--- src/rtl/ysyx_22051145_pkg.sv ---
// rtl/ysyx_22051145_pkg.sv - shared constants and types for the ID/EX stage
// Purpose: ALU mode encodings, buffer state encoding, default datapath width
//          and the illegal-mode predicate used by the ID/EX buffer.
// Ports:   none (package).
package ysyx_22051145_pkg;

  localparam int XLEN_DEFAULT = 64;

  localparam logic [3:0] MODE_LUI   = 4'd0;
  localparam logic [3:0] MODE_AUIPC = 4'd1;
  localparam logic [3:0] MODE_ADD   = 4'd2;
  localparam logic [3:0] MODE_SUB   = 4'd3;
  localparam logic [3:0] MODE_SLL   = 4'd4;
  localparam logic [3:0] MODE_SLT   = 4'd5;
  localparam logic [3:0] MODE_SLTU  = 4'd6;
  localparam logic [3:0] MODE_XOR   = 4'd7;
  localparam logic [3:0] MODE_SRL   = 4'd8;
  localparam logic [3:0] MODE_SRA   = 4'd9;
  localparam logic [3:0] MODE_OR    = 4'd10;
  localparam logic [3:0] MODE_AND   = 4'd11;

  // Number of valid buffered entries: head only in ONE, head + skid in TWO.
  typedef enum logic [1:0] {
    ST_EMPTY = 2'd0,
    ST_ONE   = 2'd1,
    ST_TWO   = 2'd2
  } state_e;

  // Encodings above the last defined ALU mode have no meaning to the ALU.
  function automatic logic mode_illegal(input logic [3:0] mode);
    return mode > MODE_AND;
  endfunction

endpackage

--- src/rtl/ysyx_22051145_opsel.sv ---
// rtl/ysyx_22051145_opsel.sv - combinational ALU operand selection
// Purpose: builds op1/op2 from decode outputs before they are buffered.
// Ports:   rs1, rs2, imm  - register operands and sign-extended immediate
//          op2_imm        - 1 selects imm as op2, 0 selects rs2
//          mode           - ALU mode; LUI forces op1 to zero
//          op1, op2       - selected operands
module ysyx_22051145_opsel
  import ysyx_22051145_pkg::*;
#(
  parameter int XLEN = XLEN_DEFAULT
) (
  input  logic [XLEN-1:0] rs1,
  input  logic [XLEN-1:0] rs2,
  input  logic [XLEN-1:0] imm,
  input  logic            op2_imm,
  input  logic [3:0]      mode,
  output logic [XLEN-1:0] op1,
  output logic [XLEN-1:0] op2
);

  // LUI computes 0 + imm in the ALU, so rs1 must not leak in.
  assign op1 = (mode == MODE_LUI) ? '0 : rs1;
  assign op2 = op2_imm ? imm : rs2;

endmodule

--- src/rtl/ysyx_22051145_id_ex.sv ---
// rtl/ysyx_22051145_id_ex.sv - ID/EX pipeline buffer with skid entry
// Purpose: selects ALU operands and holds up to two decoded instructions
//          (head + skid) between decode and the ALU with valid/ready flow.
// Ports:   clk, rst_n            - clock, asynchronous active-low reset
//          flush                 - drop every buffered and offered entry
//          in_valid/in_ready     - decode handshake (in_ready registered)
//          in_pc..in_wen         - decoded instruction fields
//          out_valid/out_ready   - ALU handshake (out_valid is ALU enable)
//          out_pc..out_wen       - head entry fields, zero when not valid
//          out_illegal           - head entry carries an undefined mode
module ysyx_22051145_id_ex
  import ysyx_22051145_pkg::*;
#(
  parameter int XLEN = XLEN_DEFAULT
) (
  input  logic            clk,
  input  logic            rst_n,
  input  logic            flush,
  input  logic            in_valid,
  output logic            in_ready,
  input  logic [XLEN-1:0] in_pc,
  input  logic [XLEN-1:0] in_rs1,
  input  logic [XLEN-1:0] in_rs2,
  input  logic [XLEN-1:0] in_imm,
  input  logic            in_op2_imm,
  input  logic [3:0]      in_mode,
  input  logic [4:0]      in_rd,
  input  logic            in_wen,
  output logic            out_valid,
  input  logic            out_ready,
  output logic [XLEN-1:0] out_pc,
  output logic [XLEN-1:0] out_op1,
  output logic [XLEN-1:0] out_op2,
  output logic [3:0]      out_mode,
  output logic [4:0]      out_rd,
  output logic            out_wen,
  output logic            out_illegal
);

  // Entry layout: {pc, op1, op2, mode, rd, wen}
  localparam int EW = 3 * XLEN + 10;

  state_e         state_q, state_d;
  logic [EW-1:0]  head_q, head_d;
  logic [EW-1:0]  skid_q, skid_d;

  logic [XLEN-1:0] sel_op1, sel_op2;
  logic [EW-1:0]   in_entry;
  logic [EW-1:0]   head_vis;
  logic            in_xfer, out_xfer;
  logic            head_wen;

  ysyx_22051145_opsel #(.XLEN(XLEN)) u_opsel (
    .rs1     (in_rs1),
    .rs2     (in_rs2),
    .imm     (in_imm),
    .op2_imm (in_op2_imm),
    .mode    (in_mode),
    .op1     (sel_op1),
    .op2     (sel_op2)
  );

  assign in_entry = {in_pc, sel_op1, sel_op2, in_mode, in_rd, in_wen};

  // Both handshake flags come straight from the state flop, so in_ready
  // never depends combinationally on out_ready.
  assign in_ready  = (state_q != ST_TWO);
  assign out_valid = (state_q != ST_EMPTY);
  assign in_xfer   = in_valid & in_ready;
  assign out_xfer  = out_valid & out_ready;

  always_comb begin
    state_d = state_q;
    head_d  = head_q;
    skid_d  = skid_q;
    if (flush) begin
      state_d = ST_EMPTY;
    end else begin
      case (state_q)
        ST_EMPTY: begin
          if (in_xfer) begin
            head_d  = in_entry;
            state_d = ST_ONE;
          end
        end
        ST_ONE: begin
          if (in_xfer && !out_xfer) begin
            skid_d  = in_entry;
            state_d = ST_TWO;
          end else if (in_xfer && out_xfer) begin
            head_d  = in_entry;
          end else if (out_xfer) begin
            state_d = ST_EMPTY;
          end
        end
        ST_TWO: begin
          if (out_xfer) begin
            head_d  = skid_q;
            state_d = ST_ONE;
          end
        end
        default: state_d = ST_EMPTY;
      endcase
    end
  end

  always_ff @(posedge clk or negedge rst_n) begin
    if (!rst_n) begin
      state_q <= ST_EMPTY;
      head_q  <= '0;
      skid_q  <= '0;
    end else begin
      state_q <= state_d;
      head_q  <= head_d;
      skid_q  <= skid_d;
    end
  end

  // Gate on out_valid so stale head contents never show and an async reset
  // zeroes the outputs without waiting for a clock.
  assign head_vis = out_valid ? head_q : '0;
  assign {out_pc, out_op1, out_op2, out_mode, out_rd, head_wen} = head_vis;
  assign out_illegal = out_valid & mode_illegal(out_mode);
  assign out_wen     = head_wen & ~out_illegal;

endmodule

--- config.mk ---
export PLATFORM = sky130hd
export DESIGN_NAME = ysyx_22051145_id_ex
export DESIGN_NICKNAME = d
export VERILOG_FILES = /design/src/rtl/ysyx_22051145_pkg.sv /design/src/rtl/ysyx_22051145_opsel.sv /design/src/rtl/ysyx_22051145_id_ex.sv
export SDC_FILE = /design/constraint.sdc
export NUM_CORES = 1
export LEC_CHECK = 0
export ABC_AREA = 1
export BUFFER_PORTS_ARGS = -buffer_cell sky130_fd_sc_hd__buf_2
export CAP_MARGIN = 20
export CORE_ASPECT_RATIO = 1.4
export CORE_MARGIN = 2
export CORE_UTILIZATION = 40
export DETAILED_ROUTE_END_ITERATION = 6
export MAX_ROUTING_LAYER = met4
export PLACE_DENSITY = 0.74
export SLEW_MARGIN = 15
export SYNTH_ARGS = -nofsm -noshare
export SYNTH_HDL_FRONTEND = slang
export SYNTH_SLANG_ARGS = --single-unit
export TNS_END_PERCENT = 1
--- constraint.sdc ---
create_clock -name clk -period 2 [get_ports clk]
set_clock_uncertainty 0.1 [all_clocks]
set_input_delay 0.3 -clock clk [delete_from_list [all_inputs] [get_ports clk]]
set_output_delay 0.3 -clock clk [all_outputs]
set_load 0.02 [all_outputs]
; ---- Yosys cells after proc, flatten, opt, wreduce, memory -nomap -nowiden
; Cells that the tools add are included.
[classes]
order_cmp = 1
n_eq_ne = 11
mux = 15
bitwise_logic = 6
n_reduce_logical = 10
[ops]
columns = op, count
row1 = $mux W202, 5
row2 = $pmux W202 S3, 1
row3 = $mux W64, 2
row4 = $mux W2, 6
row5 = $ne A2 B2 Y1 const B, 5
row6 = $ne A4 B4 Y1 const B, 2
row7 = $ne A3 B3 Y1 const B, 2
row8 = $pmux W2 S3, 1
row9 = $reduce_and A6 Y1, 1
row10 = $and A1 B1 Y1, 4
row11 = $gt A4 B4 Y1 const B, 1
row12 = $logic_not A4 Y1, 1
row13 = $reduce_and A4 Y1, 1
row14 = $reduce_and A3 Y1, 1
row15 = $reduce_bool A3 Y1, 1
row16 = $eq A2 B1 Y1 const B, 1
row17 = $eq A2 B2 Y1 const B, 1
row18 = $logic_and A1 B1 Y1, 2
row19 = $logic_not A2 Y1, 1
row20 = $not A1 Y1, 2
row21 = $reduce_bool A2 Y1, 1
row22 = $logic_not A1 Y1, 1
[word_totals]
register_bits = 406
output_inout_bits = 205
word_cells = 46

; ---- Depth between registers and ports, before layout
[depth]
word_depth = 7
ltp_mapped = 10
mapped_depth_nobuf = 8

; ---- By module
; From an unflattened synthesis, not the netlist that was laid out.
[unflattened]
hier_cells = 3185
area_unflattened_um2 = 21321.7
[by_module_without_submodules]
columns = mod, instances, cells_each, area_per_inst_um2, seq_area_each_um2
row1 = ysyx_22051145_id_ex, 1, 2837, 19687.6, 10159.7
row2 = ysyx_22051145_opsel, 1, 348, 1634.1, 0.0

; ---- Least setup slack after synthesis
; OpenSTA, ideal clock, no wires.
[synth_timing]
path_type = flip-flop to output port
startpoint = register state_q[0]
endpoint = output out_op1[57]
arrival_ns = 1.352
t_required_ns = 1.600
slack_ns = 0.248
path_stages_with_launch = 5
path_buffers = 2
cell_sequence = dfrtp_1 nor2_2 clkbuf_1 clkbuf_1 nor2_1
[synth_via]
elab_chain_cells = 2
[synth_lines]
columns = element, line
row1 = from (decl), ysyx_22051145_id_ex.sv:43  ; state_e state_q, state_d;
row2 = from (signal assigned), ysyx_22051145_id_ex.sv:113  ; state_q <= state_d;
row3 = $reduce_bool A2 Y1, ysyx_22051145_id_ex.sv:68  ; assign out_valid = (state_q != ST_EMPTY);
row4 = $mux W202, ysyx_22051145_id_ex.sv:121  ; assign head_vis = out_valid ? head_q : '0;
row5 = to (decl), ysyx_22051145_id_ex.sv:32  ; output logic [XLEN-1:0] out_op1,
; No other way between the ends.

; ---- Worst setup path in the final report
[layout_timing]
startpoint = register state_q[0]
endpoint = output out_op2[63]
[layout_via]
elab_chain_cells = 2
[layout_lines]
columns = element, line
row1 = $reduce_bool A2 Y1, ysyx_22051145_id_ex.sv:68
row2 = $mux W202, ysyx_22051145_id_ex.sv:121
row3 = to (decl), ysyx_22051145_id_ex.sv:33  ; output logic [XLEN-1:0] out_op2,
; No other way between the ends.

==> reports/metrics.cfg <==
[place]
numPortBuffers=476
gp_routability_congestion=0.866
dpl.hpwl_um=43500

[sta]
grt_setup_unrepaired=true
final.setup.tns_ns=-35.99
slew-limit-headroom=0.661
final_max_slew_viol_count=0
achievable-frequency_mhz=443
setup_viol=202
layout_worst_path_cycle_share=1.13
final_worst_setup_slack_ns=-0.256
holdWs_ns=0.0325
hold_viol_final=0
min_period_ns=2.26
tightest_slew_ns=0.509

[setup_path]
r2r-start=state_q[1]$_DFFE_PN0P_
crit_path_top_delay_cell=dfrtp_2
path_max_fanout=12
critPathKind=register to output port
critical_path.max_stage_delay_ns=0.42
worst_setup_path_startpoint=state_q[0]$_DFFE_PN0P_
number_of_buffers_and_inverters_on_the_critical_path=4
worst-endpoint-arrival_ns=1.86
cp_common_cell=clkbuf_16
critical_path_required_ns=1.60
crit_family=buffers and inverters
cp-end-kind=output port
critical_path.cell_chain=nor2_4 > buf_12 > clkbuf_16 > clkbuf_16 > nor2_1 > buf_4
setup.worst_path.start_class=register

[global_routing]
grt-ovfl-total=0
number_of_global_route_vias_before_repair=21647
grt_usage=0.264
grt_max_degree=105
initial_antenna_violation_count=4
grt_first_pass_wirelength_um=111000

[clock_tree]
max-clock-path-buffers=3
cts.reportedPaths.clkPinSlew_ns=0.06
worst_skew_pair.late_latency_ns=0.54
cts_made_buffers=42
tritoncts=done
htree_num_levels=2
library_cell_used_as_clock_root_buffer=clkbuf_16
cts.sinks=406

[floorplanning]
chipWidth_um=197
overall_die_height_um=274
initial_core_util=0.406
rows=98
io_pins=477
die_area_mm2=0.0539
core_mm2=0.0513

[pwr]
share_seq_of_total_power=0.416
cellPowerDensity_mw_per_mm2=1070
clockPowerShare=0.271
internal-power_mw=19.8
p_sw_mw=10.8
pwr-share-comb=0.313
power.switching_fraction=0.354
power_leakage_nw=16.3
ir_drop_mv=0.657

[synth]
ys.warnings.count=0
synth_cells=3069
postSynth.asyncResetShare=1.00
dominantRegCellSynth=dfrtp_1
syn_nets=3341
yosys-top-cells-area=dfrtp_1, nand2_1, o21ai_0, inv_1, nor2_1
post_synth_num_cell_types=21
cell_with_the_most_instances_after_synthesis=nand2_1
syn-mean-instance-area_um2=6.78
synth_enable_flop_cells=0
seq_area_frac_synth=0.488
synthesis.area_mm2=0.0208
synth_largest_area_cell=dfrtp_1
netlist_top_cells_count=nand2_1, dfrtp_1, inv_1, nor2_1, o21ai_0
synth_largest_type_area_fraction=0.488
synth-seq-cells=406

[layout]
fin_nets=3978
syn_to_final_growth_pct=38.0
post-route-util=0.560
fill_cells=4538
post_route_cells_drive_above_1_share=0.183

[run_status]
violations=setup timing
outcome=finished with violations

[min_path]
hp-start=in_rs2[5]
hold_path.class=input port to register

[route]
drtAntennaViolNets=0
post_drt_wl_per_cell_um=16.1
drt_first_pass_iters=7
postRouteWirelength_um=70600
dr_vias_cell=5.00
dr_total_vias=21964
initial_drc_count=1346
drt_drc_violations_left=0

[flow_run]
cap_viol_max_count=0

[logic make-up (layout without fill, tap and decap cells)]
family,Yosys count,count (layout),synth area share
AOI/OAI and AO/OA,208,208,0.0502
other,0,5,0
buffers and inverters,421,1091,0.0815
DFF,406,406,0.488
and+or+nand+nor,2034,2034,0.380
[routing by layer]
metal  wire length (um)  share of wire  track usage  vias up
li1                   -              -            -    10588
met1              27400           0.39        0.310    10185
met2              35100           0.50        0.438      952
met3               4160          0.059       0.0310      239
met4               3910          0.055        0.151        0
met5                  0              0            -        -
[path summary, 6_finish.rpt]
check                                           to  cells past startpoint  slack (ns)
max                                    out_op2[63]                      6       -0.26
min in group asynchronous   head_q[21]$_DFFE_PN0P_                      2        0.14
max in group asynchronous  skid_q[126]$_DFFE_PN0P_                      4        0.86
max reg2reg                 skid_q[32]$_DFFE_PN0P_                      8        0.05
min reg2reg                 head_q[56]$_DFFE_PN0P_                      2        0.37
min                         skid_q[15]$_DFFE_PN0P_                      5        0.03
[repair_timing]
item / in CTS / in global routing
gates resized for setup: 41 / 64
setup buffers: 6 / 1
hold buffers: 221 / 0
endpoints found under the setup margin: 205 / 243
hold endpoints to repair: 555 / 0
cloned: 4 / 3
pin swaps: 1 / 1
[metrics by stage]
| stage | total power [mW] | area, um^2 | setup slack [ns] | cells |
|---|---|---|---|---|
| after floorplan | 18.0 | 20800 | 0.248 | 3069 |
| after global placement | 21.1 | 24400 | 0.116 | 4077 |
| after detailed placement | 21.4 | 24400 | 0.0744 | 4077 |
| after CTS | 30.5 | 28400 | -0.285 | 4385 |
| after global routing | 32.7 | 28700 | -0.320 | 4393 |
| final | 30.7 | 28700 | -0.256 | 4394 |
[sequential cells by signal, summed over array words and instances, names as in the netlist]
| signal | count |
|---|---|
| state_q | 2 |
| head_q | 202 |
| skid_q | 202 |
[power groups by stage]
stage	clock network [mW]	logic, mW	registers (mW)
final	8.32	9.59	12.8
after CTS	8.50	9.25	12.7
after global placement	0	8.32	12.7
after global routing	8.80	10.7	13.1
after floorplan	0	5.57	12.4
after detailed placement	0	8.56	12.8
[cell usage in the layout (no fill, tap or decap)]
master / Yosys / routed
nand2_1: 1689 / 1687
buf_2: 83 / 420
dfrtp_1: 406 / 404
dlygate4sd3_1: 0 / 221
inv_1: 208 / 207
nor2_1: 206 / 191
o21ai_0: 174 / 173
buf_4: 3 / 91
nand3_1: 68 / 67
nand4_1: 65 / 65
clkbuf_16: 0 / 48
buf_12: 0 / 43
o21ai_1: 30 / 31
nor2_2: 2 / 13
clkbuf_8: 0 / 13
buf_6: 0 / 11
clkinv_2: 0 / 9
buf_16: 0 / 8
diode_2: 0 / 5
nor2_4: 1 / 5
inv_6: 0 / 4
buf_8: 0 / 4
bufinv_16: 0 / 3
clkbuf_1: 113 / 3
a21oi_1: 2 / 2
inv_2: 3 / 2
nand2_8: 0 / 2
nand2_4: 0 / 2
dfrtp_2: 0 / 2
nand3_4: 0 / 1
inv_4: 0 / 1
nor3_1: 1 / 1
o211ai_1: 1 / 1
a31oi_1: 1 / 1
clkinv_4: 0 / 1
clkinvlp_4: 0 / 1
bufbuf_16: 0 / 1
[worst min-delay path, delay by kind of cell]
family / cells / cell delay, ns
buffers and inverters: 1 / 0.10
and+or+nand+nor: 4 / 0.24
[area by class of cell]
class	instances	area, um^2	share of cell area
inverter	212	808	0.0282
tap	650	813	0.0283
clock inverter	16	169	0.00588
multi-input combinational	2242	9060	0.316
antenna	5	12.5	0.000436
sequential	406	10200	0.354
timing repair buffer	802	6370	0.222
clock buffer	61	1320	0.0458
Power figures use the tool's default switching activity.
